[src/rtl/det_4x4_loader.sv]
// Streaming loader for the 4x4 determinant unit: collects 16 bytes, holds them on mat_out,
// waits for the combinational result to settle and hands it out over valid/ready.
module det_4x4_loader #(
    parameter int unsigned SETTLE_CYCLES = 2
) (
    input  logic         clk,
    input  logic         rst,
    input  logic         clear,
    input  logic         in_valid,
    output logic         in_ready,
    input  logic [7:0]   in_data,
    output logic [127:0] mat_out,
    input  logic [7:0]   det_in,
    output logic         out_valid,
    input  logic         out_ready,
    output logic [7:0]   out_data,
    output logic         busy
);

    typedef enum logic [1:0] {StLoad, StSettle, StOutput} state_e;

    localparam logic [3:0] SettleLast = 4'(SETTLE_CYCLES - 1);

    state_e     state;
    logic [3:0] elem_cnt;
    logic [3:0] settle_cnt;

    assign in_ready = (state == StLoad);
    assign busy     = (state != StLoad);

    always_ff @(posedge clk) begin
        if (rst) begin
            state      <= StLoad;
            elem_cnt   <= 4'd0;
            settle_cnt <= 4'd0;
            mat_out    <= '0;
            out_data   <= 8'd0;
            out_valid  <= 1'b0;
        end else if (clear) begin
            // Abort wins over any element accept or output handshake on this edge
            state      <= StLoad;
            elem_cnt   <= 4'd0;
            settle_cnt <= 4'd0;
            mat_out    <= '0;
            out_valid  <= 1'b0;
        end else begin
            unique case (state)
                StLoad: begin
                    if (in_valid) begin
                        mat_out[{elem_cnt, 3'b000} +: 8] <= in_data;
                        if (elem_cnt == 4'd15) begin
                            elem_cnt   <= 4'd0;
                            settle_cnt <= 4'd0;
                            state      <= StSettle;
                        end else begin
                            elem_cnt <= elem_cnt + 4'd1;
                        end
                    end
                end
                StSettle: begin
                    settle_cnt <= settle_cnt + 4'd1;
                    if (settle_cnt == SettleLast) begin
                        out_data  <= det_in;
                        out_valid <= 1'b1;
                        state     <= StOutput;
                    end
                end
                StOutput: begin
                    if (out_valid && out_ready) begin
                        out_valid <= 1'b0;
                        state     <= StLoad;
                    end
                end
                default: state <= StLoad;
            endcase
        end
    end

endmodule

[config.mk]
export PLATFORM = sky130hd
export DESIGN_NAME = det_4x4_loader
export DESIGN_NICKNAME = d
export VERILOG_FILES = /design/src/rtl/det_4x4_loader.sv
export SDC_FILE = /design/constraint.sdc
export NUM_CORES = 1
export LEC_CHECK = 0
export BUFFER_PORTS_ARGS = -buffer_cell sky130_fd_sc_hd__buf_4
export CORE_MARGIN = 2
export CORE_UTILIZATION = 30
export DETAILED_ROUTE_END_ITERATION = 16
export GPL_ROUTABILITY_DRIVEN = 0
export PLACE_DENSITY_LB_ADDON = 0.2
export SKIP_LAST_GASP = 1
export SLEW_MARGIN = 15
export SYNTH_ARGS = -nofsm -noshare
export SYNTH_HDL_FRONTEND = slang
export SYNTH_SLANG_ARGS = --single-unit
[constraint.sdc]
create_clock -name clk -period 5.3 [get_ports clk]
set_input_delay 0.795 -clock clk [delete_from_list [all_inputs] [get_ports clk]]
set_output_delay 0.795 -clock clk [all_outputs]
set_load 0.05 [all_outputs]
Word-level counts from Yosys, hierarchy flattened
Cells that the tools add are included.

$add $sub $neg: 3. Eq/ne operators: 8. Shifts and indexed selects: 2. Muxes and demuxes: 13. Bitwise operators: 1. Reductions and logical operators: 11.

Operator list (number): bitwise mux 128 bit (1); variable shift 8 x 9 -> 128 bit, first input constant (1); variable part select 8 x 9 -> 128 bit (1); 2-to-1 mux 4 bit (3); negation 7 -> 9 bit (1); AND reduction 3 bit (3); adder 4 x 1 -> 4 bit, second input constant (2); 2-to-1 mux 2 bit (4); one-hot mux 4 bit (2 select lines) (1); inequality test 2 bit, second input constant (3); one-hot mux 2 bit (3 select lines) (1); nonzero test 2 bit (3); == test 4 x 1 -> 1 bit, second input constant (1); == test 4 bit, second input constant (1); AND reduction 4 bit (1); == test 2 x 1 -> 1 bit, second input constant (1); == test 2 bit, second input constant (1); logical NOT 2 bit (1); 2-to-1 mux 1 bit (2); inequality test 2 x 1 -> 1 bit, second input constant (1); one-hot mux 1 bit (2 select lines) (1); AND reduction 2 bit (1); OR reduction 2 bit (1); logical AND 1 bit (1); NOT 1 bit (1).

Register bits: 147. Input bits: 21. Output and inout port bits: 139. Word-level logic and storage cells: 44.

Longest topological paths before layout
Word-level depth: 4. Gate-level depth with buffers: 8. Depth with buffers taken out: 6.

Worst setup path after synthesis
No wires, ideal clock.

Kind: register -> register. Start: reg elem_cnt[0]. End: reg mat_out[102]. Library setup time: 0.124 ns. Data arrival time: 2.073 ns. Required time: 5.176 ns. Setup slack: 3.103 ns. Cell stages (with the launch flop): 8. Buffers on the path: 2. Period minus slack after synthesis: 2.197 ns. Cell sequence: dfxtp_1 > buf_2 > inv_1 > ha_1 > clkbuf_1 > nor3_2 > nand3_4 > mux2i_1.

Cells in the longest elaborated chain, start to end: 3. Elaborated cells between the ends (all ways): 4. Those cells by class: 1 x add/sub; 2 x shift; 1 x mux.

Ends and longest elaborated chain: start: declaration (RTL line 25) `logic [3:0] elem_cnt;`; start signal: assignment (RTL line 56) `elem_cnt <= elem_cnt + 4'd1;`; negation 7 -> 9 bit * (RTL line 50) `mat_out[{elem_cnt, 3'b000} +: 8] <= in_data;`; variable part select 8 x 9 -> 128 bit / variable shift 8 x 9 -> 128 bit (equally long branches) (RTL line 50); bitwise mux 128 bit * (RTL line 50); end signal: indexed assignment (RTL line 50); end: declaration (RTL line 12) `output logic [127:0] mat_out,`.

Every way passes the cells marked *; elsewhere a longest branch is shown, timed or not. A chain may end at the register's enable or synchronous reset.

Worst setup path in the final report
Start: reg elem_cnt[0]. End: reg mat_out[7].

The elaborated chain is that of the path after synthesis.

==> flow_summary.json <==
{
  "nNetsFinal": 750,
  "yosys_warnings": 0,
  "fin_skew_ps": 5.345,
  "r2r-start": "elem_cnt[0]",
  "via_count": 4555,
  "post-route-util_pct": 41.86,
  "synth_nets": 599,
  "n_antenna_cell": 0,
  "htree_levels": 4,
  "worst_setup_path_end_kind": "flip-flop",
  "netlist_area_um2": 5832,
  "ys_ff_latch": 147,
  "grt_pass1_wl_um": 25330,
  "cp_data_arrival_time_ps": 2870,
  "critPathLaunchType": "flip-flop",
  "avgRoutedWirePerCell_um": 16.60,
  "hold_ws_ps": 456.9,
  "status": "finished, final reports clean",
  "postRouteAntennaNets": 0,
  "hp-class": "reg2reg",
  "ff2ff_setup_slack_ps": 2730,
  "r2r-end": "mat_out[7]",
  "postCtsSetupRepairBufs": 0,
  "cts_root_buffer": "clkbuf_16",
  "cap_violations": 0,
  "clock_latency_ps": 420,
  "finalSetupViolCount": 0,
  "place_hpwl_um": 11700,
  "ir_worst_vdd_mv": 0.2191,
  "synthCells": 572,
  "stdcell_area_um2": 7909,
  "cts_tree": "yes",
  "hp-start": "mat_out[14]",
  "critical_path_class": "reg2reg",
  "firstDrtPassIters": 4,
  "pwr_density_cell_nw_per_um2": 320.0,
  "slew_violations": 0,
  "min_to": "mat_out[14]",
  "worstHoldPathCells": 2,
  "cts_buffer_depth": 2,
  "seq_area_frac_synth_pct": 50.46,
  "grt_pass1_vias": 4582,
  "die_area_um2": 20570,
  "rows": 50,
  "p_total_uw": 2531,
  "rsz0062_at_grt": "no",
  "cp_max_fo": 14,
  "synth.avg_cell_area_um2": 10.20,
  "synth_area_leader_cell": "dfxtp_1",
  "wl_um": 16500,
  "cts.clk_slew.worst_paths_ps": 60,
  "fmax_ghz": 0.3892,
  "relSlewSlack_pct": 56.06,
  "fp.dieW_um": 143.4,
  "port-buffer-count": 159,
  "dpl-instance-area_um2": 7262,
  "gr-usage-all-layers_pct": 16.23,
  "required_ps": 5600,
  "start_util_pct": 30.87,
  "yosysTopAreaCellShare_pct": 50.46,
  "drt-vias-per-instance": 4.582,
  "ios": 160,
  "cts_sinks": 147,
  "cts_repair_resize_count": 0,
  "yosys-top-cells-area": "dfxtp_1 50%, mux2i_1 23%, nand2_1 8.6%, nor2_1 2.1%, nand3_1 1.5%",
  "tightest_slew_ps": 655.9,
  "drtIter0Drc": 160,
  "fin_setup_tns_ps": 0,
  "timing.final.crit_share_pct": 48.48,
  "area_growth_pct": 35.61,
  "cts.hold.buffers_added": 0,
  "die_y_um": 143.4,
  "antenna_found_initial": 0,
  "period_minus_slack_ps": 2569,
  "core-area_um2": 18890,
  "drive_gt1_share_pct": 29.43,
  "grt_start_max_net_pins": 144,
  "r2r_cells": 5,
  "finalHoldViolCount": 0,
  "route.detailed.drc": 0,
  "grt.overflow.total": 0,
  "leakage_uw": 0.003602,
  "synth.distinct_cells": 46,
  "cts_buffers": 17
}
-- critical path: stages, from the launching register on --
cell and delay (ps):
dfxtp_1 710, inv_1 210, ha_1 540, and4b_1 670, mux2i_1 260, nor2_1 50
-- state kept, by name, summed over array words and instances, names as in the netlist --
signal / cells
elem_cnt: 4
out_valid: 1
out_data: 8
settle_cnt: 4
mat_out: 128
state: 2
-- cells in the final DEF, fill, tap and decap left out, types with 4 or more instances in the layout --
master / count
inv_1: 4
xnor2_1: 4
nor2_4: 7
nor2_1: 31
nand2_1: 133
or2_2: 4
buf_4: 159
nand2b_1: 4
clkbuf_16: 17
nand3_1: 18
mux2i_1: 136
a21oi_1: 6
dfxtp_1: 147
bufinv_16: 5
ha_1: 6
-- per-stage QoR --
stage,std cells,setup slack [ps]
detailed placement,964,2751
floorplan,572,3103
finish,994,2731
global placement,964,2856
global route,994,2584
CTS,994,2738
-- logic make-up (layout without fill, tap and decap cells) --
family          Yosys count  in the layout  share of synthesized area, %
compound gates           16             16                         1.931
xor+xnor                  7              7                         1.502
fa+ha+maj                 6              6                         1.287
buf+inv                  33            195                         2.317
flops                   147            147                         50.46
mux                     136            136                         23.34
simple gates            227            227                         19.16
-- routing by layer --
layer	vias to the layer above	wire (um)	GRT usage, %
li1	2239	-	-
met1	2154	7308	20.16
met2	146	7378	24.96
met3	16	1599	7.564
met4	0	209	5.212
met5	-	0	0
-- final cells by class --
class,count,area [um2]
clock buffer,21,470.5
tap,260,325.3
inverter,5,18.77
multi-input combinational,392,2761
timing repair buffer,160,1214
sequential,147,2943
clock inverter,9,176.4
fill,1868,10980
-- synthesized netlist by cell type, drive strengths merged --
cell type  instances
or2                4
buf               10
nor3b              4
nor3               4
and3b              1
inv                5
a31oi              1
nand3             20
and4b              1
nand2            135
a32o               1
and2               4
a41oi              1
xor2               1
nor2b              2
a22oi              1
o2111ai            2
or3                2
a21oi              6
xnor2              6
nand2b             4
nand4              5
clkbuf            18
o21ai              2
nor4b              1
dfxtp            147
or3b               2
a2bb2oi            1
o211a              1
ha                 6
nor2              38
mux2i            136
-- report_power, final --
group / total [uW] / switching [uW] / internal (uW)
sequential: 1110 / 3.52 / 1110
combinational: 93.7 / 64.8 / 28.9
clock: 1330 / 458 / 868
-- how the worst max path moves through the flow --
stage | start | endpoint | slack (ps) | cells past startpoint
after floorplan | elem_cnt[0] | mat_out[102] | 3100 | 7
after global placement | elem_cnt[0] | mat_out[0] | 2860 | 5
after detailed placement | elem_cnt[0] | mat_out[7] | 2750 | 5
after CTS | elem_cnt[0] | mat_out[7] | 2740 | 5
after global routing | elem_cnt[0] | mat_out[93] | 2580 | 5
final | elem_cnt[0] | mat_out[7] | 2730 | 5
Power figures use the tool's default switching activity.
